===== src/rtl/fetch_pkg.sv =====
// fetch_pkg: shared widths, HALT encoding, FSM states and FIFO entry type for the fetch unit
package fetch_pkg;
  localparam int ADDR_W = 8;
  localparam int INSTR_W = 15;
  localparam logic [INSTR_W-1:0] HALT_INSTR = 15'h7FFF;
  typedef enum logic [1:0] {RUN, DRAIN, HALTED} state_t;
  typedef struct packed {
    logic [ADDR_W-1:0] pc;
    logic [INSTR_W-1:0] instr;
  } fetch_entry_t;
endpackage


===== src/rtl/fetch_fifo2.sv =====
// fetch_fifo2: 2-entry prefetch FIFO with push, pop and flush (flush first, then push in the same cycle)
//   clk, rst_n : clock, synchronous active-low reset
//   push, din  : write din at the tail
//   pop        : drop the head (caller guarantees non-empty)
//   flush      : discard all entries; a simultaneous push becomes the sole entry
//   head, count: head entry (registered) and occupancy 0..2
module fetch_fifo2
  import fetch_pkg::*;
(
  input  logic         clk,
  input  logic         rst_n,
  input  logic         push,
  input  logic         pop,
  input  logic         flush,
  input  fetch_entry_t din,
  output fetch_entry_t head,
  output logic [1:0]   count
);
  fetch_entry_t tail;
  logic [1:0] wr_pos;
  // slot the incoming word lands in once this cycle's pop has shifted the queue
  assign wr_pos = count - {1'b0, pop};
  always_ff @(posedge clk) begin
    if (!rst_n) begin
      head <= '0;
      tail <= '0;
      count <= '0;
    end else if (flush) begin
      count <= {1'b0, push};
      if (push) head <= din;
    end else begin
      if (pop) head <= tail;
      if (push) begin
        if (wr_pos == 2'd0) head <= din;
        else tail <= din;
      end
      count <= wr_pos + {1'b0, push};
    end
  end
endmodule


===== src/rtl/fetch_controller.sv =====
// fetch_controller: instruction fetch sequencer with 2-entry prefetch, jump redirect and HALT handling
//   clk, rst_n          : clock, synchronous active-low reset
//   imem_addr/imem_data : combinational instruction memory port
//   instr, instr_pc     : FIFO head word and its address; instr_valid/instr_ready handshake
//   jump_valid/target   : one-cycle redirect, flushes the FIFO
//   resume              : leave HALTED; halt is the registered halted flag
//   Optional FETCH_PERF_EN adds fetch_count (decode handshakes) and flush_count (jumps that discarded entries)
module fetch_controller
  import fetch_pkg::*;
#(
  parameter logic [ADDR_W-1:0] RESET_PC = '0
) (
  input  logic               clk,
  input  logic               rst_n,
  output logic [ADDR_W-1:0]  imem_addr,
  input  logic [INSTR_W-1:0] imem_data,
  output logic [INSTR_W-1:0] instr,
  output logic [ADDR_W-1:0]  instr_pc,
  output logic               instr_valid,
  input  logic               instr_ready,
  input  logic               jump_valid,
  input  logic [ADDR_W-1:0]  jump_target,
  input  logic               resume,
  output logic               halt
`ifdef FETCH_PERF_EN
  ,
  output logic [15:0]        fetch_count,
  output logic [7:0]         flush_count
`endif
);
  state_t state;
  logic [ADDR_W-1:0] fetch_pc;
  logic [1:0] count;
  logic pop, fetch_en;
  fetch_entry_t head, din;
  assign imem_addr = !rst_n ? RESET_PC : jump_valid ? jump_target : fetch_pc;
  assign instr_valid = rst_n && count != 2'd0;
  assign instr = rst_n ? head.instr : '0;
  assign instr_pc = rst_n ? head.pc : '0;
  assign pop = instr_valid && instr_ready;
  // a jump always fetches its target, whatever state the FSM is in
  assign fetch_en = jump_valid || (state == RUN && (count != 2'd2 || pop));
  assign din = '{pc: imem_addr, instr: imem_data};
  fetch_fifo2 u_fifo (
    .clk  (clk),
    .rst_n(rst_n),
    .push (fetch_en),
    .pop  (pop),
    .flush(jump_valid),
    .din  (din),
    .head (head),
    .count(count)
  );
  always_ff @(posedge clk) begin
    if (!rst_n) begin
      state <= RUN;
      fetch_pc <= RESET_PC;
      halt <= 1'b0;
    end else begin
      if (fetch_en) fetch_pc <= imem_addr + 1'b1;
      if (fetch_en && imem_data == HALT_INSTR) begin
        state <= DRAIN;
        halt <= 1'b0;
      end else if (jump_valid) begin
        state <= RUN;
        halt <= 1'b0;
      end else if (state == DRAIN && count == {1'b0, pop}) begin
        // FIFO empties at this edge: the HALT word has gone to decode
        state <= HALTED;
        halt <= 1'b1;
      end else if (state == HALTED && resume) begin
        state <= RUN;
        halt <= 1'b0;
      end
    end
  end
`ifdef FETCH_PERF_EN
  always_ff @(posedge clk) begin
    if (!rst_n) begin
      fetch_count <= '0;
      flush_count <= '0;
    end else begin
      if (pop && fetch_count != '1) fetch_count <= fetch_count + 1'b1;
      // entries consumed by a same-cycle handshake do not count as discarded
      if (jump_valid && count > {1'b0, pop} && flush_count != '1) flush_count <= flush_count + 1'b1;
    end
  end
`endif
endmodule


===== config.mk =====
export PLATFORM = sky130hd
export DESIGN_NAME = fetch_controller
export DESIGN_NICKNAME = d
export VERILOG_FILES = /design/src/rtl/fetch_pkg.sv /design/src/rtl/fetch_fifo2.sv /design/src/rtl/fetch_controller.sv
export SDC_FILE = /design/constraint.sdc
export NUM_CORES = 1
export LEC_CHECK = 0
export CORE_ASPECT_RATIO = 0.6
export CORE_MARGIN = 2
export CORE_UTILIZATION = 39
export CTS_CLUSTER_DIAMETER = 40
export DETAILED_ROUTE_END_ITERATION = 8
export GPL_TIMING_DRIVEN = 0
export PLACE_DENSITY_LB_ADDON = 0.15
export SLEW_MARGIN = 10
export SYNTH_ARGS = -nofsm -noshare
export SYNTH_HDL_FRONTEND = slang
export SYNTH_SLANG_ARGS = --single-unit

===== constraint.sdc =====
create_clock -name clk -period 3.5 [get_ports clk]
set_clock_uncertainty 0.1 [all_clocks]
set_input_delay 0.7 -clock clk [delete_from_list [all_inputs] [get_ports clk]]
set_output_delay 0.7 -clock clk [all_outputs]
set_load 0.03 [all_outputs]

; Word level (Yosys, flattened, before mapping)
; Index checks and enable logic that the tools add are counted.
[word_totals]
register_bits = 59
in_bits = 28
out_inout_bits = 33
wordCells = 54
[classes]
n_addsub = 3
n_eq_ne = 6
n_mux = 16
bitwise_logic = 3
n_reduce_logical = 16
[ops]
columns = op, count
row1 = $mux W23, 5
row2 = $mux W8, 3
row3 = $eq A15 B15 Y1 const B, 1
row4 = $mux W15, 1
row5 = $add A8 B1 Y8 const B, 1
row6 = $logic_and A1 B1 Y1, 6
row7 = $mux W1, 5
row8 = $logic_not A2 Y1, 2
row9 = $mux W2, 2
row10 = $reduce_bool A2 Y1, 2
row11 = $reduce_bool A4 Y1, 1
row12 = $not A1 Y1, 3
row13 = $reduce_and A3 Y1, 1
row14 = $reduce_or A3 Y1, 1
row15 = $add A2 B1 Y2, 1
row16 = $eq A2 B1 Y1, 1
row17 = $eq A2 B1 Y1 const B, 1
row18 = $eq A2 B2 Y1 const B, 1
row19 = $logic_or A1 B1 Y1, 2
row20 = $ne A2 B1 Y1 const B, 1
row21 = $ne A2 B2 Y1 const B, 1
row22 = $reduce_or A2 Y1, 1
row23 = $sub A2 B1 Y2, 1

; Logic depth before layout (Yosys ltp)
[logic_depth]
ltp_word = 8
mapped_depth = 10
depth_no_buf = 7

; By module
; Synthesis repeated with hierarchy kept, for this count alone.
[hier_totals]
hier_cells = 398
area_unflattened_um2 = 3374.5
[modules_own_cells]
columns = mod, instances, cells_per_inst, area_per_inst_um2, seq_area_each_um2
row1 = fetch_fifo2, 1, 276, 2424.8, 960.9
row2 = fetch_controller, 1, 122, 949.7, 200.2

; Worst setup path before layout
; Ideal clock, no wire load.
[synth_timing]
path_kind = in2reg
startpoint = input jump_valid
endpoint = register fetch_pc[6]
setup_ns = 0.091
arrival_ns = 2.851
t_required_ns = 3.309
path_slack_ns = 0.458
stages = 9
n_path_buf = 3
path_cell_list = buf_6 buf_2 buf_2 mux2i_1 nor2_1 ha_1 o21ai_0 or4_1 a311oi_1
[synth_between]
elab_chain_cells = 3
word_cells_on_any_way = 4
cone_classes = add/sub: 1 / mux: 2 / reduce/logical: 1
[synth_rtl]
columns = item, line_no
row1 = "start, declared", fetch_controller.sv:21  ; input logic jump_valid,
row2 = $mux W8 (2 in a row), fetch_controller.sv:36  ; assign imem_addr = !rst_n ? RESET_PC : jump_valid ? jump_target : fetch_pc;
row3 = named net imem_addr[0], fetch_controller.sv:15  ; output logic [ADDR_W-1:0] imem_addr,
row4 = $add A8 B1 Y8, fetch_controller.sv:60  ; if (fetch_en) fetch_pc <= imem_addr + 1'b1;
row5 = "end signal, assigned", fetch_controller.sv:60
row6 = "end, declared", fetch_controller.sv:32  ; logic [ADDR_W-1:0] fetch_pc;
; The timed path passes the listed nets, and every way through them passes these cells.
; A chain may end at the register's enable or synchronous reset.

; Worst setup path after layout
[layout_timing]
startpoint = input rst_n
endpoint = output instr_pc[3]
[layout_between]
elab_chain_cells = 1
[layout_rtl]
columns = item, line_no
row1 = "start, declared", fetch_controller.sv:14  ; input logic rst_n,
row2 = $mux W8, fetch_controller.sv:39  ; assign instr_pc = rst_n ? head.pc : '0;
row3 = "end, declared", fetch_controller.sv:18  ; output logic [ADDR_W-1:0] instr_pc,
; Every way passes these cells.

==> results_dict.tcl <==
set metrics [dict create \
    crit_required_ns 2.70 \
    fin_ws_ns 0.0654 \
    drv_slew 0 \
    outcome "finished, final reports clean" \
    syn_avg_cell_area_um2 8.43 \
    dieArea_um2 8780 \
    setup_viol 0 \
    gp_congestion 0.833 \
    p_leak_nw 1.65 \
    die_h_um 73.4 \
    cp-startpoint "rst_n" \
    drt_iter0_markers 264 \
    cp_slowest_stage_delay_ns 0.67 \
    clk_pin_slew_worst_paths_ns 0.05 \
    hold_violations 0 \
    synth_ff_type "dfxtp_1" \
    core-area_um2 7820 \
    port-buffer-count 59 \
    initial_core_util_pct 40.0 \
    ys_ff_latch 58 \
    cp.arrival_ns 2.63 \
    synth_top_family_by_area "compound AO/OA/AOI/OAI gates" \
    drt-total-wl_um 9950 \
    postRouteAntennaNets 0 \
    r2r_slack_ns 0.68 \
    antenna_found_initial 0 \
    cp-end-kind "output port" \
    cts_made_buffers 9 \
    intPower_w 0.00146 \
    htree_levels 3 \
    cts.sinks 58 \
    p_switching_w 0.000605 \
    path_cells "clkdlybuf4s50_1, buf_4, clkbuf_2, and2_1, clkdlybuf4s50_1" \
    setup_tns_ns 0 \
    dp_hpwl_um 7100 \
    synth-edff-count 0 \
    crit_buf_inv 4 \
    synthMuxAreaShare_pct 11.5 \
    whs_ns 0.376 \
    synth_fa_ha_area_share_pct 0.800 \
    ys_warn_count 0 \
    power_density_nw_per_um2 494 \
    timing.rr.start "u_fifo.count[1]" \
    layout.nets 473 \
    fin_crit_ns 3.43 \
    drtPass1Iterations 4 \
    worstSkewPairLatency_ns 0.33 \
    cts_tree "built" \
    rsz0062_at_grt "no" \
    tightest_slew_ns 0.617 \
    crit_path_max_fanout 10 \
    cp-start-kind "input port" \
    n_antenna_cell 0 \
    grt_max_degree 11 \
    cts_hold_buf 0 \
    synthCells 371 \
    syn_to_final_growth_pct 33.7 \
    p_comb_share_pct 21.9 \
    clock.fmax_mhz 291 \
    synth_seq_area_share_pct 37.1 \
    grt_first_pass_wirelength_um 15900 \
    synthSimpleGateAreaFrac_pct 20.4 \
    cp_slowest_cell "clkdlybuf4s50_1" \
    vias_per_cell 5.65 \
    cts-root-buf "clkbuf_16" \
    switching_share_pct 29.3 \
    pre_cts_slack_ns -0.484 \
    relSlewSlack_pct 58.9 \
    synth_compound_area_share_pct 22.2 \
    cp_top_family "buffers and inverters" \
    row_count 25 \
    wire_per_inst_um 17.9 \
    synth_fp_nets 401 \
    synth-async-reset-ratio_pct 0 \
    die_x_um 120 \
    hold_path.class "flip-flop to flip-flop" \
    netlist_area_um2 3130 \
    clkPwrFrac_pct 42.5 \
    grt_pass1_vias 2917 \
    vdd_drop_max_mv 0.240 \
    drc 0 \
    yosysUniqueCellTypes 47 \
    seqPwrFrac_pct 35.6 \
    synth_xor_area_share_pct 1.64 \
    ios 61 \
    grt_usage_pct 23.8 \
    drive_gt1_share_pct 13.4 \
    route.vias.total 3139 \
    cpMostUsedCell "clkdlybuf4s50_1" \
    cts.path.max_buffers 2 \
    path_class "input port to output port" \
    min_period_over_period_pct 98.1 \
    grt_remaining_overflow 0 \
    drv_cap 0 \
    min_from "u_fifo.tail[7]" \
]
-- metal layers --
layer / track usage, % / up-vias / share of wire [%]
li1: - / 1495 / -
met1: 35.7 / 1516 / 52
met2: 34.0 / 120 / 40
met3: 6.21 / 8 / 7.5
met4: 5.10 / 0 / 0.65
met5: 0 / - / 0
-- worst reg2reg max path: stages (launching register included) --
cell and delay [ns]:
dfxtp_1 0.30, buf_6 0.14, o211ai_4 0.32, buf_4 0.30, inv_1 0.07, ha_1 0.21
xor2_2 0.31, a2111oi_4 0.08, buf_4 0.17, clkbuf_2 0.20, or3_1 0.38, a21oi_1 0.16
-- final timing paths --
path / to / cells past startpoint
max reg2reg: u_fifo.head[3] / 11
max: instr_pc[3] / 5
min: u_fifo.tail[7] / 2
min reg2reg: u_fifo.tail[7] / 2
-- sequential cells by signal, indices dropped and copies added, names as in the netlist --
signal	flops
fetch_pc	8
halt	1
state	1
u_fifo.count	2
u_fifo.head	23
u_fifo.tail	23
-- synth_stat cells, types with 2 or more instances --
cell / count / area share, %
a211oi_1: 3 / 0.72
a21oi_1: 50 / 8.0
a311oi_1: 2 / 0.56
and2_1: 24 / 4.8
and3_1: 2 / 0.40
buf_2: 5 / 0.80
buf_4: 4 / 0.96
buf_6: 2 / 0.72
clkbuf_1: 24 / 2.9
dfxtp_1: 58 / 37
ha_1: 2 / 0.80
inv_1: 6 / 0.72
mux2_2: 7 / 2.5
mux2i_1: 28 / 9.0
nand2_1: 4 / 0.48
nand2b_1: 2 / 0.40
nand3_1: 27 / 4.3
nand4_1: 4 / 0.80
nor2_1: 9 / 1.1
nor3_1: 6 / 0.96
o21ai_0: 50 / 8.0
o31ai_1: 4 / 0.96
or2_2: 2 / 0.40
or3_1: 21 / 4.2
xnor2_1: 3 / 0.84
-- layout make-up --
class	count	area, µm²
flip-flops and latches	58	1160
fillers	738	3640
clock inverters	1	5.00
multi-input cells	270	1780
plain buffers	35	178
repair buffers	61	594
well taps	108	135
clock buffers	15	298
inverters	8	30.0
-- power by group through the flow --
| stage | registers, W | clock network (W) | logic (W) |
|---|---|---|---|
| final | 0.000735 | 0.000877 | 0.000452 |
| after global placement | 0.000747 | 0 | 0.000432 |
| after detailed placement | 0.000748 | 0 | 0.000436 |
| after CTS | 0.000735 | 0.000889 | 0.000437 |
| after floorplan | 0.000739 | 0 | 0.000277 |
| after global routing | 0.000740 | 0.000914 | 0.000491 |
-- kinds of logic (layout without fill, tap and decap cells) --
family | Yosys count | in the layout
adder cells (fa/ha/maj) | 2 | 2
flip-flops | 58 | 58
XOR/XNOR | 5 | 5
AO/OA/AOI/OAI | 118 | 118
AND/OR/NAND/NOR | 110 | 110
multiplexers | 35 | 35
buffers and inverters | 43 | 120
-- cell usage in the layout, fill, tap and decap left out, types with 2 or more instances in the layout --
master / count
mux2_2: 7
o31ai_1: 4
mux2i_1: 28
nand2b_1: 2
a21oi_1: 50
clkbuf_16: 9
o21ai_0: 50
buf_6: 2
a211oi_1: 3
dfxtp_1: 58
clkdlybuf4s50_1: 53
nor2_1: 7
clkbuf_2: 9
buf_2: 5
clkbuf_8: 5
nand4_1: 4
a311oi_1: 2
and3_1: 2
or2_2: 2
dlygate4sd2_1: 5
xnor2_1: 3
nand3_1: 27
nand2_1: 4
ha_1: 2
and2_1: 24
clkbuf_1: 17
inv_1: 6
or3_1: 21
buf_4: 6
nor2_2: 2
nor3_1: 6
-- metrics by stage --
| stage | power, W | cells | util [%] | cell area [µm²] |
|---|---|---|---|---|
| final | 0.00206 | 556 | 53.5 | 4180 |
| after global routing | 0.00215 | 556 | 53.5 | 4180 |
| after CTS | 0.00206 | 554 | 53.2 | 4160 |
| after detailed placement | 0.00118 | 538 | 49.3 | 3850 |
| after global placement | 0.00118 | 538 | 49.3 | 3850 |
| after floorplan | 0.00102 | 371 | - | 3130 |
-- repair_timing --
item                       4_1_cts  5_1_grt
buffers inserted                 0        2
gates resized for setup         12        9
cloned                           0        0
pin swaps                        0        1
setup endpoints to repair       33       45
No activity file was read; power rests on OpenSTA's default activity.
